[config.mk]
export PLATFORM = sky130hd
export DESIGN_NAME = lsu
export DESIGN_NICKNAME = d
export VERILOG_FILES = /design/src/rtl/lsu.sv
export SDC_FILE = /design/constraint.sdc
export NUM_CORES = 1
export LEC_CHECK = 0
export BUFFER_PORTS_ARGS = -buffer_cell sky130_fd_sc_hd__buf_2
export CORE_MARGIN = 5
export CORE_UTILIZATION = 51
export CTS_BUF_LIST = sky130_fd_sc_hd__clkbuf_4 sky130_fd_sc_hd__clkbuf_8
export DETAILED_ROUTE_END_ITERATION = 8
export GPL_TIMING_DRIVEN = 0
export PLACE_DENSITY = 0.91
export SYNTH_ARGS = -nofsm -noshare
export SYNTH_HDL_FRONTEND = slang
export SYNTH_SLANG_ARGS = --single-unit
[constraint.sdc]
create_clock -name clk -period 2.05 [get_ports clk]
set_clock_uncertainty 0.15 [all_clocks]
set_input_delay 0.205 -clock clk [delete_from_list [all_inputs] [get_ports clk]]
set_output_delay 0.205 -clock clk [all_outputs]
set_load 0.01 [all_outputs]
[src/rtl/lsu.sv]
// Load/store unit: turns one execute-stage load or store into a single word-aligned
// data-memory transaction, formats store lanes and load results, and stalls the pipe.
module lsu #(
  parameter int TIMEOUT = 255
) (
  input  logic        clk,
  input  logic        rst_n,
  input  logic [31:0] alu_res_i,
  input  logic [31:0] store_data_i,
  input  logic        mem_read_i,
  input  logic        mem_write_i,
  input  logic [2:0]  funct3_i,
  output logic        dmem_req_o,
  output logic        dmem_we_o,
  output logic [31:0] dmem_addr_o,
  output logic [31:0] dmem_wdata_o,
  output logic [3:0]  dmem_be_o,
  input  logic        dmem_ack_i,
  input  logic [31:0] dmem_rdata_i,
  output logic [31:0] load_data_o,
  output logic        stall_o,
  output logic        done_o,
  output logic        misaligned_o,
  output logic        bus_err_o,
  output logic [1:0]  dbg_state_o
);

  // Counter only has to reach TIMEOUT-1, the last ACCESS cycle before giving up.
  localparam int CW = (TIMEOUT < 2) ? 1 : $clog2(TIMEOUT);
  localparam logic [CW-1:0] CNT_LAST = CW'(TIMEOUT - 1);

  typedef enum logic [1:0] {
    IDLE   = 2'd0,
    ACCESS = 2'd1,
    DONE   = 2'd2
  } state_t;

  state_t        state;
  logic [CW-1:0] cnt;
  logic [1:0]    addr_lo_q;
  logic [2:0]    f3_q;
  logic          we_q;

  logic          is_store;
  logic          is_load;
  logic          req_any;
  logic          legal;
  logic          aligned;
  logic          valid;
  logic [3:0]    be_new;
  logic [31:0]   wdata_new;
  logic [7:0]    rd_byte;
  logic [15:0]   rd_half;
  logic [31:0]   load_fmt;

  // Request decode; a store wins when both request lines are high.
  always_comb begin
    is_store = mem_write_i;
    is_load  = mem_read_i & ~mem_write_i;
    req_any  = mem_read_i | mem_write_i;
    legal    = 1'b0;
    if (is_store) begin
      legal = (funct3_i == 3'b000) || (funct3_i == 3'b001) || (funct3_i == 3'b010);
    end else if (is_load) begin
      legal = (funct3_i == 3'b000) || (funct3_i == 3'b001) || (funct3_i == 3'b010) ||
              (funct3_i == 3'b100) || (funct3_i == 3'b101);
    end
  end

  always_comb begin
    aligned = 1'b1;
    case (funct3_i[1:0])
      2'b01:   aligned = ~alu_res_i[0];
      2'b10:   aligned = (alu_res_i[1:0] == 2'b00);
      default: aligned = 1'b1;
    endcase
  end

  assign valid = req_any & legal & aligned;

  always_comb begin
    be_new    = 4'b1111;
    wdata_new = store_data_i;
    case (funct3_i[1:0])
      2'b00: begin
        be_new    = 4'b0001 << alu_res_i[1:0];
        wdata_new = {4{store_data_i[7:0]}};
      end
      2'b01: begin
        be_new    = 4'b0011 << {alu_res_i[1], 1'b0};
        wdata_new = {2{store_data_i[15:0]}};
      end
      default: begin
        be_new    = 4'b1111;
        wdata_new = store_data_i;
      end
    endcase
  end

  // Lane select for loads uses the latched offset, not the live ALU result.
  always_comb begin
    rd_byte = dmem_rdata_i[7:0];
    case (addr_lo_q)
      2'b00:   rd_byte = dmem_rdata_i[7:0];
      2'b01:   rd_byte = dmem_rdata_i[15:8];
      2'b10:   rd_byte = dmem_rdata_i[23:16];
      default: rd_byte = dmem_rdata_i[31:24];
    endcase
    rd_half = addr_lo_q[1] ? dmem_rdata_i[31:16] : dmem_rdata_i[15:0];
  end

  always_comb begin
    load_fmt = dmem_rdata_i;
    case (f3_q)
      3'b000:  load_fmt = {{24{rd_byte[7]}}, rd_byte};
      3'b001:  load_fmt = {{16{rd_half[15]}}, rd_half};
      3'b100:  load_fmt = {24'b0, rd_byte};
      3'b101:  load_fmt = {16'b0, rd_half};
      default: load_fmt = dmem_rdata_i;
    endcase
  end

  assign misaligned_o = (state == IDLE) & req_any & legal & ~aligned;
  assign stall_o      = ((state == IDLE) & valid) | (state == ACCESS);
  assign dmem_we_o    = dmem_req_o & we_q;
  assign dbg_state_o  = state;

  // Bus handshake: dmem_req_o rises on entry to ACCESS and holds addr/we/wdata/be
  // stable; the transfer completes on the first cycle with dmem_req_o & dmem_ack_i,
  // after which dmem_req_o drops. An ack seen while dmem_req_o is low is ignored.
  always_ff @(posedge clk) begin
    if (!rst_n) begin
      state        <= IDLE;
      cnt          <= '0;
      addr_lo_q    <= 2'b00;
      f3_q         <= 3'b000;
      we_q         <= 1'b0;
      dmem_req_o   <= 1'b0;
      dmem_addr_o  <= 32'b0;
      dmem_wdata_o <= 32'b0;
      dmem_be_o    <= 4'b0;
      load_data_o  <= 32'b0;
      done_o       <= 1'b0;
      bus_err_o    <= 1'b0;
    end else begin
      case (state)
        IDLE: begin
          done_o    <= 1'b0;
          bus_err_o <= 1'b0;
          if (valid) begin
            dmem_addr_o  <= {alu_res_i[31:2], 2'b00};
            addr_lo_q    <= alu_res_i[1:0];
            dmem_wdata_o <= wdata_new;
            dmem_be_o    <= be_new;
            f3_q         <= funct3_i;
            we_q         <= is_store;
            dmem_req_o   <= 1'b1;
            cnt          <= '0;
            state        <= ACCESS;
          end
        end
        ACCESS: begin
          if (dmem_req_o && dmem_ack_i) begin
            if (!we_q) begin
              load_data_o <= load_fmt;
            end
            dmem_req_o <= 1'b0;
            done_o     <= 1'b1;
            state      <= DONE;
          end else if (cnt == CNT_LAST) begin
            if (!we_q) begin
              load_data_o <= 32'b0;
            end
            dmem_req_o <= 1'b0;
            done_o     <= 1'b1;
            bus_err_o  <= 1'b1;
            state      <= DONE;
          end else begin
            cnt <= cnt + 1'b1;
          end
        end
        DONE: begin
          done_o    <= 1'b0;
          bus_err_o <= 1'b0;
          state     <= IDLE;
        end
        default: begin
          dmem_req_o <= 1'b0;
          done_o     <= 1'b0;
          bus_err_o  <= 1'b0;
          state      <= IDLE;
        end
      endcase
    end
  end

endmodule

* After elaboration in Yosys (flattened, before gate mapping) *
Index checks and enable logic that the tools add are counted.

operators by class
  $add $sub $neg = 1
  equality and inequality tests = 20
  shift operators = 2
  muxes and demuxes = 26
  bitwise operators = 15
  reduce and logical (&&, ||, !) cells = 20

operators by type and width
  cell                 count
  $mux 32              4
  $pmux 32 s4          1
  $pmux 32 s2          1
  $mux 8               3
  $pmux 8 s3           1
  $mux 16              1
  $pmux 8 s2           1
  $eq 3x3->1 const B   4
  $ne 2x2->1 const B   5
  $add 8x1->8 const B  1
  $and 1x1->1          8
  $eq 8x8->1 const B   1
  $logic_not 2->1      4
  $pmux 4 s2           1
  $reduce_and 2->1     4
  $reduce_and 4->1     2
  $mux 1               7
  $eq 2x1->1 const B   3
  $eq 2x2->1 const B   3
  $eq 3x1->1 const B   2
  $logic_not 3->1      2
  $mux 2               3
  $not 1->1            5
  $logic_or 1x1->1     4
  11 further kinds     13

storage, ports and cells
  register bits after elaboration = 117
  input bits = 104
  output and inout bits = 108
  logic and storage cells = 96

* Logic depth before layout (Yosys ltp) *
  depth after elaboration = 11
  gate-level depth with buffers = 8
  mapped depth without buffers = 6

* Least setup slack after synthesis *
OpenSTA, ideal clock, no wires.

  kind = input-to-output
  start point = input port funct3_i[0]
  end point = output port stall_o
  arrival time = 1.620 ns
  required time = 1.695 ns
  slack = 0.075 ns
  stages on the path = 8
  buffers on the path = 2
  cells stage by stage = inv_1 ha_1 buf_2 or2_2 o221ai_2 a21o_1 buf_2 nand2_1

on the way
  longest elaborated chain between the ends = 11
  elaborated cells between the ends (all ways) = 18
  classes of those cells = 6 x eq/ne; 3 x mux; 4 x bitwise; 5 x reduce/logical

RTL lines
  what                                                  line    RTL
  start, declared                                       12      input logic [2:0] funct3_i,
  $eq 3x1->1 / $logic_not 3->1 (equally long branches)  63, 65
  $logic_or 1x1->1 (2 in a row)                         63, 65
  $logic_or 1x1->1                                      65      legal = (funct3_i == 3'b000) || (funct3_i == 3'b001) || (funct3_i == 3'b010) ||
  $logic_or 1x1->1                                      66      (funct3_i == 3'b100) || (funct3_i == 3'b101);
  $mux 1                                                64      end else if (is_load) begin
  $mux 1                                                62      if (is_store) begin
  $and 1x1->1                                           79      assign valid = req_any & legal & aligned;
  $and 1x1->1 *                                         79
  $and 1x1->1 *                                         124     assign stall_o = ((state == IDLE) & valid) | (state == ACCESS);
  $or 1x1->1 *                                          124
  end, declared                                         21      output logic stall_o,

Every way passes the cells marked *; elsewhere a longest branch is shown, timed or not.

* Final worst setup path *
  start point = input port dmem_ack_i
  end point = register load_data_o[6]

on the way
  longest elaborated chain between the ends = 3
  elaborated cells between the ends (all ways) = 5
  classes of those cells = 1 x eq/ne; 1 x mux; 3 x reduce/logical

RTL lines
  what                                                                     line  RTL
  start, declared                                                          18    input logic dmem_ack_i,
  $logic_and 1x1->1 *                                                      163   if (dmem_req_o && dmem_ack_i) begin
  $ne 2x2->1 (no source line) / $reduce_bool 2->1 (equally long branches)  --
  $reduce_and 4->1 (no source line)                                        --
  end signal, assigned                                                     165   load_data_o <= load_fmt;
  end, declared                                                            20    output logic [31:0] load_data_o,

Marked as above.
A chain may end at the register's enable or synchronous reset.

==> results.cfg <==
[layout]
finalNetCount = 1022
fin_cells = 1063
postLayoutCoreUtil_pct = 77.5
areaGrowthSynthToFinish_pct = 47.0
fraction_of_final_layout_cells_with_drive_strength_greater_than_1_pct = 34.4

[floorplanning]
chipWidth_um = 114
fp-row-count = 37
core_area_mm2 = 0.0104
fp.dieH_um = 114
io_pins = 212
initial_utilization_pct = 52.7
die-area_mm2 = 0.0129

[route]
route.detailed.vias_per_inst = 5.88
first_pass_iters = 6
drt_drc_violations_left = 0
route.final.wire_length_um = 22000
drtAntennaViolNets = 0
routedWlPerCell_um = 20.7
drt_first_iter_violations = 633
vias = 6255

[sta]
worst-slew-pin-transition_ns = 0.647
slew_violations = 0
fin_worst_hold_slack_ns = 0.0245
maxSlewHeadroom_pct = 56.9
rsz0062_at_grt = true
post-route-min-period_ns = 2.03
maxClockFrequency_mhz = 492
finalHoldViolCount = 0
fin_setup_tns_ns = 0
number_of_endpoints_failing_setup_at_the_final_stage = 0
min_period_over_period_pct = 99.1
worst_slack_ns = 0.0194

[placed_design]
dp.final_hpwl_um = 12900
place.detailed.instances = 945
numPortBuffers = 209
gp_congestion = 0.867
dp_slack_ns = -0.634

[flow_run]
drv.max_cap_violation_count = 0

[power]
vdd.ir_drop.worst_mv = 0.452
power_density_mw_per_mm2 = 700
power_leakage_uw = 0.00378

[critical_path]
rr_startpoint = addr_lo_q[1]
critPathArrivalTime_ns = 2.21
crit_type = input port to register
cp_data_required_time_ns = 2.23
worst_r2r_endpoint = load_data_o[13]
crit_path_max_fanout = 10
worst-r2r-cell-count = 5
reg2reg_setup_slack_ns = 0.06
critPathLaunchType = input port
crit_end_element = register

[min_path]
hold_start = dmem_rdata_i[15]
hold_path_end = load_data_o[15]
min_delay_path_depth = 3
hold_class = input port to register

[clock_tree]
clk_pin_slew_ns = 0.07
clk_root_buffer_cell = sky130_fd_sc_hd__clkbuf_8
cts_num_sinks = 117
clkLatencyLatePin_ns = 0.41
tritoncts = built
htree_levels = 4
cts_inserted_buffers = 17
cts_buffer_depth = 2

[global_routing]
grt_start_max_net_pins = 17
globalRoute.totalOverflow = 0
tot_gr_track_use_pct = 31.6
grt_pass1_vias = 6293
global_route_wire_length_before_repair_um = 32600
antenna_found_initial = 1

[synthesis]
yosysWarnings = 0
synth_enable_flop_cells = 0
yosys_register_bits = 117
ys_types = 53
postSynth.topFlopCell = sky130_fd_sc_hd__dfxtp_1
synth_seq_area_share_pct = 42.7
syn_area_mm2 = 0.00549
async_flop_share_pct = 0
postSynthCellCount = 599
average_footprint_of_a_synthesized_cell_um2 = 9.17

[outcome]
run_status = finished clean
==> metrics by stage <==
step	area [um^2]	power [uW]
final	8070	5650
after global routing	8070	5830
after CTS	7940	5520
after detailed placement	6710	3230
after global placement	6710	3220
after floorplan	5490	2910
==> power breakdown <==
group	total (uW)	internal [uW]	switching [uW]	leakage, uW
sequential	2420	2360	61.5	0.000948
clock	2230	1160	1070	0.000195
combinational	1000	456	547	0.00264
total	5650	3970	1680	0.00378
==> cell usage after synthesis, types with 5 or more instances <==
library cell / n / area share, %
sky130_fd_sc_hd__mux2i_1: 74 / 13
sky130_fd_sc_hd__inv_1: 14 / 0.96
sky130_fd_sc_hd__nor2b_1: 14 / 1.6
sky130_fd_sc_hd__buf_2: 13 / 1.2
sky130_fd_sc_hd__nand2_1: 140 / 9.6
sky130_fd_sc_hd__clkbuf_1: 28 / 1.9
sky130_fd_sc_hd__ha_1: 5 / 1.1
sky130_fd_sc_hd__a32o_1: 8 / 1.5
sky130_fd_sc_hd__dfxtp_1: 117 / 43
sky130_fd_sc_hd__a21oi_1: 6 / 0.55
sky130_fd_sc_hd__nand2b_1: 17 / 1.9
sky130_fd_sc_hd__a221o_1: 16 / 2.9
sky130_fd_sc_hd__mux2_2: 13 / 2.7
sky130_fd_sc_hd__o2bb2ai_1: 8 / 1.3
sky130_fd_sc_hd__nor2_1: 13 / 0.89
sky130_fd_sc_hd__a31o_2: 12 / 1.9
sky130_fd_sc_hd__a22oi_1: 7 / 0.96
sky130_fd_sc_hd__a2111oi_0: 12 / 1.9
sky130_fd_sc_hd__a21boi_0: 8 / 1.1
sky130_fd_sc_hd__o21ai_0: 23 / 2.1
==> kinds of logic (layout without fill, tap and decap cells) <==
kind of cell	Yosys count	after routing	share of synthesized area (%)
fa+ha+maj	5	5	1.14
mux	88	88	16.6
simple gates	203	203	17.0
flops	117	117	42.7
compound gates	123	123	17.6
buf+inv	62	388	4.90
other cells	1	3	0.0683
==> layout make-up <==
| type | instances | area [um^2] |
|---|---|---|
| multi-input cells | 421 | 2950 |
| well taps | 136 | 170 |
| clock buffers | 19 | 262 |
| diodes | 1 | 2.50 |
| fillers | 623 | 2350 |
| plain buffers | 47 | 264 |
| repair buffers | 294 | 1870 |
| inverters | 15 | 56.3 |
| clock inverters | 13 | 148 |
| flip-flops and latches | 117 | 2340 |
==> layout by cell type (no fill, tap or decap), drive strengths merged, types with 3 or more instances in the layout <==
| master | instances |
|---|---|
| o21ai | 24 |
| nand2 | 140 |
| or3 | 3 |
| nor2 | 14 |
| dlygate4sd3 | 74 |
| a31o | 12 |
| a32o | 8 |
| o31ai | 3 |
| clkbuf | 49 |
| nand2b | 18 |
| buf | 237 |
| a211oi | 4 |
| mux2 | 13 |
| a2111oi | 12 |
| clkinvlp | 4 |
| a21boi | 8 |
| clkinv | 4 |
| a221o | 16 |
| dfxtp | 117 |
| a22oi | 7 |
| mux2i | 74 |
| a21oi | 8 |
| nor2b | 14 |
| nor4 | 3 |
| ha | 5 |
| o2bb2ai | 8 |
| inv | 18 |
==> flip-flops by register name, summed over array words and instances, names as in the netlist <==
name	count
cnt	8
done_o	1
dmem_be_o	4
dmem_req_o	1
dbg_state_o	2
f3_q	3
bus_err_o	1
dmem_wdata_o	32
dmem_addr_o	30
load_data_o	32
we_q	1
addr_lo_q	2
==> worst max path at each step <==
stage,startpoint,endpoint,depth (start not counted)
after detailed placement,funct3_i[1],dmem_wdata_o[29],9
final,dmem_ack_i,load_data_o[6],8
after CTS,dbg_state_o[0],dmem_addr_o[20],6
after global routing,dbg_state_o[0],stall_o,6
after floorplan,funct3_i[0],stall_o,8
after global placement,funct3_i[1],dmem_wdata_o[27],9
==> worst max-delay path: stages <==
cell and delay [ns]:
sky130_fd_sc_hd__dlygate4sd3_1 0.55, sky130_fd_sc_hd__buf_2 0.14, sky130_fd_sc_hd__nand2_2 0.13, sky130_fd_sc_hd__nor4_4 0.25, sky130_fd_sc_hd__buf_4 0.20, sky130_fd_sc_hd__clkbuf_1 0.31
sky130_fd_sc_hd__o21ai_0 0.18, sky130_fd_sc_hd__o2bb2ai_1 0.22
==> timing repair <==
item	4_1_cts	5_1_grt
gates resized for setup	13	35
pin swaps	1	4
endpoints found under the setup margin	35	89
endpoints found under the hold margin	74	0
gates cloned	0	0
hold buffers	74	0
setup buffers	4	7
==> per-layer routing <==
| layer | up-vias | share of wire (%) | track usage (%) |
|---|---|---|---|
| li1 | 2755 | - | - |
| met1 | 2882 | 35 | 34.5 |
| met2 | 507 | 49 | 55.4 |
| met3 | 111 | 11 | 10.3 |
| met4 | 0 | 5.1 | 14.3 |
| met5 | - | 0 | 0 |
Power figures use the tool's default switching activity.
